[src/rtl/fw_hazard_unit_pkg.sv]
`default_nettype none
// ============================================================================
// Module      : fw_hazard_unit_pkg
// Description : Shared types and constants for the forwarding/hazard unit.
//               Operand selector encoding: 0 = register file, k = forwarding
//               stage k (1 = youngest), n+1 = long-latency completion bus.
// Revision    : 1.0 - initial parametrised release
// ============================================================================
package fw_hazard_unit_pkg;

    // Architectural register address width (32 registers).
    localparam int REG_ADDR_W = 5;

    // Largest forwarding depth the selector encoding is sized for.
    localparam int MAX_FW_STAGES = 4;

    // Selector width covers regfile, every stage and the completion bus.
    localparam int FW_SEL_W = $clog2(MAX_FW_STAGES + 2);

    typedef logic [REG_ADDR_W-1:0] regaddr_t;
    typedef logic [FW_SEL_W-1:0]   fw_sel_t;

    // Operand comes from the register file.
    localparam fw_sel_t FW_SEL_RF = '0;

    // Operand comes from the completion bus, which sits one past the oldest
    // forwarding stage of an n-stage configuration.
    function automatic fw_sel_t FW_SEL_LLC(input int unsigned n);
        return fw_sel_t'(n + 1);
    endfunction

endpackage : fw_hazard_unit_pkg
`default_nettype wire

[src/rtl/fw_hazard_unit_scoreboard.sv]
`default_nettype none
// ============================================================================
// Module      : fw_scoreboard
// Description : Tracks destination registers of in-flight long-latency
//               operations (loads, mul/div). Allocates on issue, clears on
//               completion, blocks issue when full or on a WAW conflict, and
//               answers pending/completing lookups for each source operand.
// Revision    : 1.0 - initial parametrised release
// ============================================================================
module fw_scoreboard
    import fw_hazard_unit_pkg::*;
#(
    parameter int SB_DEPTH    = 4,
    parameter int NUM_SRC     = 2,
    parameter bit ZERO_REG_EN = 1'b1
) (
    input  logic                     clk,
    input  logic                     rst,
    // issue side
    input  logic                     lli_valid,
    input  regaddr_t                 lli_rd_addr,
    output logic                     lli_ready,
    // completion side
    input  logic                     llc_valid,
    input  regaddr_t                 llc_rd_addr,
    // per-source lookup
    input  regaddr_t [NUM_SRC-1:0]   lkp_addr,
    output logic     [NUM_SRC-1:0]   lkp_pending,
    output logic     [NUM_SRC-1:0]   lkp_completing
);

    logic     [SB_DEPTH-1:0] valid_q, valid_d;
    regaddr_t [SB_DEPTH-1:0] addr_q,  addr_d;

    logic [SB_DEPTH-1:0] w_clr_hit;        // entries matching the completion
    logic [SB_DEPTH-1:0] w_clr_one;        // lowest of those, the one cleared
    logic [SB_DEPTH-1:0] w_iss_hit;        // entries matching the issue addr
    logic                w_iss_zero;
    logic                w_iss_pending;
    logic                w_iss_completing;
    logic                w_full;
    logic                w_alloc;
    logic                w_alloc_done;

    // Per-entry address comparison against the issue and completion buses.
    always_comb begin
        w_clr_hit = '0;
        w_iss_hit = '0;
        for (int j = 0; j < SB_DEPTH; j++) begin
            w_clr_hit[j] = valid_q[j] && llc_valid && (addr_q[j] == llc_rd_addr);
            w_iss_hit[j] = valid_q[j] && (addr_q[j] == lli_rd_addr);
        end
        // WAW blocking keeps addresses unique; isolating the lowest hit keeps
        // the clear to a single entry regardless.
        w_clr_one = w_clr_hit & (~w_clr_hit + SB_DEPTH'(1));
    end

    // Issue acceptance. A pending destination is only re-issuable in the
    // cycle it completes, which also frees its slot even when full.
    always_comb begin
        w_iss_zero       = ZERO_REG_EN && (lli_rd_addr == '0);
        w_iss_pending    = |w_iss_hit;
        w_iss_completing = w_iss_pending && llc_valid && (llc_rd_addr == lli_rd_addr);
        w_full           = &valid_q;
        if (w_iss_zero) begin
            lli_ready = 1'b1;
        end else if (w_iss_pending) begin
            lli_ready = w_iss_completing;
        end else begin
            lli_ready = !w_full;
        end
        w_alloc = lli_valid && lli_ready && !w_iss_zero;
    end

    // Next entry state: completion clears first, then issue takes the
    // lowest-index free slot of the post-clear vector.
    always_comb begin
        valid_d      = valid_q & ~w_clr_one;
        addr_d       = addr_q;
        w_alloc_done = 1'b0;
        for (int j = 0; j < SB_DEPTH; j++) begin
            if (w_alloc && !w_alloc_done && !valid_d[j]) begin
                valid_d[j]   = 1'b1;
                addr_d[j]    = lli_rd_addr;
                w_alloc_done = 1'b1;
            end
        end
    end

    // Entry storage; reset empties the scoreboard immediately.
    always_ff @(posedge clk or posedge rst) begin
        if (rst) begin
            valid_q <= '0;
            addr_q  <= '0;
        end else begin
            valid_q <= valid_d;
            addr_q  <= addr_d;
        end
    end

    // Source lookups: is the operand pending, and is it completing right now.
    always_comb begin
        lkp_pending    = '0;
        lkp_completing = '0;
        for (int i = 0; i < NUM_SRC; i++) begin
            for (int j = 0; j < SB_DEPTH; j++) begin
                if (valid_q[j] && (addr_q[j] == lkp_addr[i])) begin
                    lkp_pending[i] = 1'b1;
                end
            end
            lkp_completing[i] = lkp_pending[i] && llc_valid && (llc_rd_addr == lkp_addr[i]);
        end
    end

endmodule : fw_scoreboard
`default_nettype wire

[src/rtl/fw_hazard_unit.sv]
`default_nettype none
// ============================================================================
// Module      : fw_hazard_unit
// Description : Operand forwarding and hazard detection beside ID/EX. For each
//               source operand selects the youngest ready producer among the
//               forwarding stages, the long-latency completion bus, or the
//               register file, raises stall on load-use / long-latency
//               hazards, and counts stalled cycles (saturating).
//               Stage arrays are indexed from 0: element 0 is stage 1
//               (EX/MEM, youngest). NUM_FW_STAGES must not exceed
//               MAX_FW_STAGES so the selector encoding fits.
// Revision    : 1.0 - initial parametrised release
// ============================================================================
module fw_hazard_unit
    import fw_hazard_unit_pkg::*;
#(
    parameter int NUM_SRC       = 2,
    parameter int NUM_FW_STAGES = 2,
    parameter int SB_DEPTH      = 4,
    parameter bit ZERO_REG_EN   = 1'b1
) (
    input  logic                           clk,
    input  logic                           rst,
    input  regaddr_t [NUM_SRC-1:0]         src_addr,
    input  logic     [NUM_SRC-1:0]         src_used,
    input  regaddr_t [NUM_FW_STAGES-1:0]   stg_rd_addr,
    input  logic     [NUM_FW_STAGES-1:0]   stg_rd_we,
    input  logic     [NUM_FW_STAGES-1:0]   stg_rd_rdy,
    input  logic                           lli_valid,
    input  regaddr_t                       lli_rd_addr,
    output logic                           lli_ready,
    input  logic                           llc_valid,
    input  regaddr_t                       llc_rd_addr,
    output fw_sel_t  [NUM_SRC-1:0]         src_sel,
    output logic                           stall,
    output logic     [31:0]                stall_cnt
);

    logic [NUM_SRC-1:0] w_src_live;        // operand read and not hard-wired zero
    logic [NUM_SRC-1:0] w_lkp_pending;
    logic [NUM_SRC-1:0] w_lkp_completing;
    logic [NUM_SRC-1:0] w_stg_found;
    logic [NUM_SRC-1:0] w_src_hazard;

    logic [31:0] stall_cnt_q, stall_cnt_d;

    // Register 0 never forwards or stalls when it is hard-wired.
    generate
        for (genvar gi = 0; gi < NUM_SRC; gi++) begin : g_src_live
            assign w_src_live[gi] = src_used[gi] &&
                                    !(ZERO_REG_EN && (src_addr[gi] == '0));
        end
    endgenerate

    fw_scoreboard #(
        .SB_DEPTH    (SB_DEPTH),
        .NUM_SRC     (NUM_SRC),
        .ZERO_REG_EN (ZERO_REG_EN)
    ) u_scoreboard (
        .clk            (clk),
        .rst            (rst),
        .lli_valid      (lli_valid),
        .lli_rd_addr    (lli_rd_addr),
        .lli_ready      (lli_ready),
        .llc_valid      (llc_valid),
        .llc_rd_addr    (llc_rd_addr),
        .lkp_addr       (src_addr),
        .lkp_pending    (w_lkp_pending),
        .lkp_completing (w_lkp_completing)
    );

    // Per operand: first writing stage wins (ready -> forward, not ready ->
    // load-use hazard); otherwise fall back to the scoreboard, bypassing from
    // the completion bus in the completion cycle.
    always_comb begin
        src_sel      = '0;
        w_stg_found  = '0;
        w_src_hazard = '0;
        for (int i = 0; i < NUM_SRC; i++) begin
            src_sel[i] = FW_SEL_RF;
            for (int k = 0; k < NUM_FW_STAGES; k++) begin
                if (!w_stg_found[i] && w_src_live[i] && stg_rd_we[k] &&
                    (stg_rd_addr[k] == src_addr[i])) begin
                    w_stg_found[i] = 1'b1;
                    if (stg_rd_rdy[k]) begin
                        src_sel[i] = fw_sel_t'(k + 1);
                    end else begin
                        w_src_hazard[i] = 1'b1;
                    end
                end
            end
            if (!w_stg_found[i] && w_src_live[i] && w_lkp_pending[i]) begin
                if (w_lkp_completing[i]) begin
                    src_sel[i] = FW_SEL_LLC(NUM_FW_STAGES);
                end else begin
                    w_src_hazard[i] = 1'b1;
                end
            end
        end
    end

    assign stall = |w_src_hazard;

    // Stalled-cycle counter, holding at all-ones instead of wrapping.
    always_comb begin
        stall_cnt_d = stall_cnt_q;
        if (stall && (stall_cnt_q != '1)) begin
            stall_cnt_d = stall_cnt_q + 32'd1;
        end
    end

    // Counter register; reset clears it immediately.
    always_ff @(posedge clk or posedge rst) begin
        if (rst) begin
            stall_cnt_q <= '0;
        end else begin
            stall_cnt_q <= stall_cnt_d;
        end
    end

    assign stall_cnt = stall_cnt_q;

endmodule : fw_hazard_unit
`default_nettype wire
[config.mk]
export PLATFORM = sky130hd
export DESIGN_NAME = fw_hazard_unit
export DESIGN_NICKNAME = d
export VERILOG_FILES = /design/src/rtl/fw_hazard_unit_pkg.sv /design/src/rtl/fw_hazard_unit_scoreboard.sv /design/src/rtl/fw_hazard_unit.sv
export SDC_FILE = /design/constraint.sdc
export NUM_CORES = 1
export LEC_CHECK = 0
export CAP_MARGIN = 10
export CORE_MARGIN = 4
export CORE_UTILIZATION = 45
export DETAILED_ROUTE_END_ITERATION = 8
export PLACE_DENSITY = 0.71
export SLEW_MARGIN = 0
export SYNTH_ARGS = -nofsm -noshare
export SYNTH_HDL_FRONTEND = slang
export SYNTH_SLANG_ARGS = --single-unit
export TNS_END_PERCENT = 10
[constraint.sdc]
create_clock -name clk -period 5.8 [get_ports clk]
set_clock_uncertainty 0.2 [all_clocks]
set_input_delay 1.16 -clock clk [delete_from_list [all_inputs] [get_ports clk]]
set_output_delay 1.16 -clock clk [all_outputs]
set_load 0.03 [all_outputs]
==> Word level (Yosys, flattened, before mapping) <==
Cells that the tools add are included.
{ "totals": {"word_cells": 152, "in_bits": 40, "regBits": 56, "output_inout_bits": 40} }
{ "op_classes": {"n_bitwise": 4, "muxes": 43, "addsub": 2, "n_reduce_logical": 73, "eq_ne": 24} }
{ "ops": {"columns": ["cell", "count"], "rows": [
  ["$eq 5x5->1", 23],
  ["$logic_and 1x1->1", 52],
  ["$mux 1", 33],
  ["$add 32x1->32 const B", 1],
  ["$ne 32x32->1 const B", 1],
  ["$mux 3", 10],
  ["$logic_not 1->1", 15],
  ["$logic_not 5->1", 3],
  ["$and 4x4->4", 2],
  ["$not 4->4", 2],
  ["$add 4x1->4 const B", 1],
  ["$reduce_and 4->1", 1],
  ["$reduce_or 4->1", 1],
  ["$reduce_or 2->1", 1]
]} }

==> Depth between registers and ports, before layout <==
{ "logic_depth": {"ltp_word": 23, "ltp_mapped": 10, "mapped_depth_nobuf": 9} }

==> Modules after synthesis <==
Synthesis repeated with hierarchy kept, for this count alone.
{ "unflattened": {"hier_cells": 459, "area_unflattened_um2": 4351.7} }
{ "by_module_without_submodules": {"columns": ["module", "seq_area_each_um2", "cells_each", "instances", "area_per_inst_um2"], "rows": [
  ["fw_scoreboard", 600.6, 251, 1, 2346.0],
  ["fw_hazard_unit", 800.8, 208, 1, 2005.7]
]} }

==> Least setup slack after synthesis <==
OpenSTA, ideal clock, no wires.
{ "synth_timing": {"kind": "input port to output port", "startpoint": "input port src_addr[6] (netlist name)", "endpoint": "output port stall", "t_arrival_ps": 2920, "required_time_ps": 4440, "slack_ps": 1520, "path_buffers": 1, "cell_stages": 8, "cell_sequence": "buf_6 -> or4_1 -> o21a_1 -> o31ai_2 -> or3_1 -> o2bb2ai_2 -> nor3_1 -> inv_1"} }
{ "synth_via": {"elab_chain_len": 16, "word_cells_on_any_way": 37, "cone_classes": "eq/ne (7); mux (11); reduce/logical (19)"} }
{ "synth_rtl": {"columns": ["element", "line", "source"], "rows": [
  ["start, declared", "fw_hazard_unit.sv:24", "input regaddr_t [NUM_SRC-1:0] src_addr,"],
  ["$logic_not 5->1", "fw_hazard_unit.sv:51", "!(ZERO_REG_EN && (src_addr[gi] == '0));"],
  ["$logic_not 1->1", "fw_hazard_unit.sv:51", null],
  ["$logic_and 1x1->1", "fw_hazard_unit.sv:50", "assign w_src_live[gi] = src_used[gi] &&"],
  ["$logic_and 1x1->1 (2 in a row)", "fw_hazard_unit.sv:82", "if (!w_stg_found[i] && w_src_live[i] && stg_rd_we[k] &&"],
  ["$mux 1", "fw_hazard_unit.sv:82", null],
  ["$logic_not 1->1", "fw_hazard_unit.sv:82", null],
  ["$logic_and 1x1->1 (3 in a row)", "fw_hazard_unit.sv:82", null],
  ["$mux 1", "fw_hazard_unit.sv:82", null],
  ["$logic_not 1->1", "fw_hazard_unit.sv:92", "if (!w_stg_found[i] && w_src_live[i] && w_lkp_pending[i]) begin"],
  ["$logic_and 1x1->1 (2 in a row)", "fw_hazard_unit.sv:92", null],
  ["$mux 1 *", "fw_hazard_unit.sv:92", null],
  ["$reduce_or 2->1 *", "fw_hazard_unit.sv:102", "assign stall = |w_src_hazard;"],
  ["end, declared", "fw_hazard_unit.sv:35", "output logic stall,"]
]} }
Mark *: on every way between the ends. The rest lies on a longest branch, timed or not.

==> Final worst setup path <==
{ "layout_timing": {"startpoint": "input port src_addr[4] (netlist name)", "endpoint": "output port stall"} }
The elaborated chain is that of the path after synthesis.

==> results.py <==
metrics = {
    "clock_tree": {
        "cts_made_buffers": 5,
        "cts.sinks": 56,
        "cts_tree": "yes",
        "path_clk_slew_ns": 0.12,
        "ctsHoldBuffers": 0,
        "clock-root-buffer": "clkbuf_8",
        "cts.path.max_buffers": 2,
        "ctsResizeCount": 0,
        "cts_setup_buffers": 0,
        "htreeDepth": 2,
        "clkLatencyLatePin_ns": 0.32,
    },
    "floorplanning": {
        "die-area_um2": 11000,
        "rows": 35,
        "ioPinCount": 80,
        "start_util_pct": 46.1,
        "die_h_um": 105,
        "core-area_um2": 9200,
        "die_width_um": 105,
    },
    "timing": {
        "max_freq_mhz": 181,
        "post-route-min-period_ns": 5.53,
        "setup-tns-final_ns": 0,
        "final-hold-violation-count": 0,
        "drv_slew": 0,
        "worst_slew_pin_slew_ns": 0.714,
        "rsz0062_at_grt": "no",
        "relSlewSlack_pct": 52.4,
        "setup_viol": 0,
        "finalCritPeriodShare_pct": 95.4,
    },
    "synthesis": {
        "synthTopCellsByArea": "dfrtp_1 33%, xor2_1 24%, xnor2_1 6.0%",
        "synthCells": 446,
        "synth.yosys.seq_area_share_pct": 33.0,
        "synth_warnings": 0,
        "yosys.cell_types.count": 46,
        "synth_area_um2": 4240,
        "ys_ff_latch": 56,
        "yosysTopAreaCell": "dfrtp_1",
        "netlist.area_leader.share_pct": 33.0,
        "synthArstFlopShare_pct": 100,
        "synth_edf_count": 0,
        "postSynthAreaPerCell_um2": 9.52,
        "ys.flop_type": "dfrtp_1",
    },
    "finish": {
        "seqCellArea_um2": 1400,
        "fillers": 812,
        "nets": 535,
        "final_core_util_pct": 55.2,
        "drive_gt1_share_pct": 11.5,
        "num_antenna_cells": 0,
        "multiInputGateArea_um2": 2570,
        "area_growth_pct": 19.7,
    },
    "power": {
        "power.leakage_nw": 2.19,
        "p_per_area_nw_per_um2": 325,
        "ir_drop_v": 0.000252,
    },
    "worst_setup_path": {
        "critPathLaunchType": "input pin",
        "cpMaxStageDelayCell": "clkdlybuf4s50_1",
        "cp-end-kind": "primary output",
        "critPathTopFamily": "buffers and inverters",
        "timing_worst_setup_path_type": "in -> out",
        "path_max_fanout": 8,
        "max_stage_delay_ns": 0.67,
        "cp.required_ns": 4.44,
        "path_buf_inv": 3,
        "path_cells": "clkdlybuf4s50_1 -> xor2_1 -> nor4_1 -> nand3_1 -> and4_1 -> nor4b_2 -> nor3_1 -> inv_1 -> clkdlybuf4s50_1",
        "crit_arrival_ns": 4.17,
        "path_common_cell": "clkdlybuf4s50_1",
    },
    "route": {
        "wirelength_um": 10700,
        "wl_per_cell_um": 17.6,
        "drcViolationCount": 0,
        "drtIter0Drc": 135,
        "dr.pass1.iters": 4,
        "antenna_left": 0,
        "vias": 3388,
        "vias_per_cell": 5.59,
    },
    "placement": {
        "io_buffers": 77,
        "place_congestion": 0.923,
        "hpwl_um": 8270,
    },
    "min_path": {
        "hold_path_class": "reg -> reg",
    },
    "status": {
        "status": "finished, final reports clean",
    },
    "run": {
        "cap_viol_max_count": 0,
    },
    "global_routing": {
        "antenna_found_initial": 0,
        "first_global_vias": 3485,
        "grt_pass1_wl_um": 17800,
        "grt_max_degree": 57,
        "grt_overflow": 0,
        "track_usage_pct": 19.7,
    },
}
[state kept, by name, summed over array words and instances (netlist names)]
| name | cells |
|---|---|
| u_scoreboard.valid_q | 4 |
| u_scoreboard.addr_q | 20 |
| stall_cnt | 32 |
[logic make-up (layout without fill, tap and decap cells)]
| family | after synthesis | count (layout) | share of synthesized area (%) |
|---|---|---|---|
| other | 1 | 2 | 0.0884 |
| DFF | 56 | 56 | 33.0 |
| buffers and inverters | 54 | 102 | 6.40 |
| adders and majority gates | 1 | 1 | 0.295 |
| muxes | 23 | 23 | 6.13 |
| and+or+nand+nor | 151 | 151 | 21.2 |
| xor gates and xnor gates | 146 | 146 | 30.1 |
| AOI/OAI and AO/OA | 14 | 14 | 2.74 |
[stage by stage]
step	hold slack, ns	area (µm²)	worst slack [ns]	total power (W)	cells
3_5_place_dp	0.282	4980	0.257	0.00142	598
6_report	0.293	5080	0.265	0.00165	606
3_3_place_gp	0.285	4980	0.318	0.00140	598
5_1_grt	0.310	5080	0.0729	0.00176	606
2_1_floorplan	0.342	4250	1.52	0.00125	447
4_1_cts	0.299	5080	0.257	0.00166	606
[synth_stat cells (all sizes together) (9+ instances only)]
cell type	count
mux2	21
nor4	31
nand3	27
xor2	117
nor3	16
clkbuf	22
buf	24
nand2	20
dfrtp	56
nand4	12
and3	9
xnor2	29
nor2	13
[worst paths after layout]
check / from / endpoint / slack [ns] / cells after the start
setup / recovery: src_addr[4] / stall / 0.27 / 9
setup reg to reg: u_scoreboard.addr_q[17] / stall_cnt[29] / 2.77 / 9
max in group asynchronous: rst / u_scoreboard.addr_q[14] / 3.78 / 3
min in group asynchronous: rst / stall_cnt[1] / 1.14 / 3
hold reg to reg: stall_cnt[14] / stall_cnt[14] / 0.29 / 1
hold / removal: stall_cnt[14] / stall_cnt[14] / 0.29 / 1
[layout by cell type (no fill, tap or decap), types with 3 or more instances in the layout]
cell,synthesis,final
nand3_1,27,27
clkbuf_8,0,5
nor3_1,9,9
mux2_2,20,20
xor2_1,117,117
nand4_1,12,12
nand2_1,20,20
o21ai_0,5,5
and3_1,9,9
nor4_1,30,30
and4_1,4,4
buf_4,3,9
dfrtp_1,56,56
nor2_1,13,13
nor3_2,7,7
xnor2_1,29,29
inv_1,8,7
clkdlybuf4s50_1,0,77
nor3b_1,3,3
[layout make-up]
class,instances,share of cell area (%)
multi-input cells,337,50.7
clock inverters,3,0.517
well taps,111,2.73
inverters,8,0.591
repair buffers,86,16.5
flip-flops and latches,56,27.6
clock buffers,5,1.36
[power by group]
group | switching (W) | internal [W] | leakage [nW] | total (W)
sequential | 0.000203 | 0.000485 | 0.706 | 0.000688
combinational | 0.000359 | 0.000373 | 1.44 | 0.000731
clock | 0.000143 | 0.0000883 | 0.0423 | 0.000231
total | 0.000704 | 0.000946 | 2.19 | 0.00165
[layer usage]
layer	wire [µm]	GRT usage (%)	vias to the layer above
li1	-	-	1597
met3	553	3.40	21
met5	0	0	-
met1	4500	24.1	1665
met4	244	6.37	0
met2	5380	35.2	105
No activity file was read; power rests on OpenSTA's default activity.
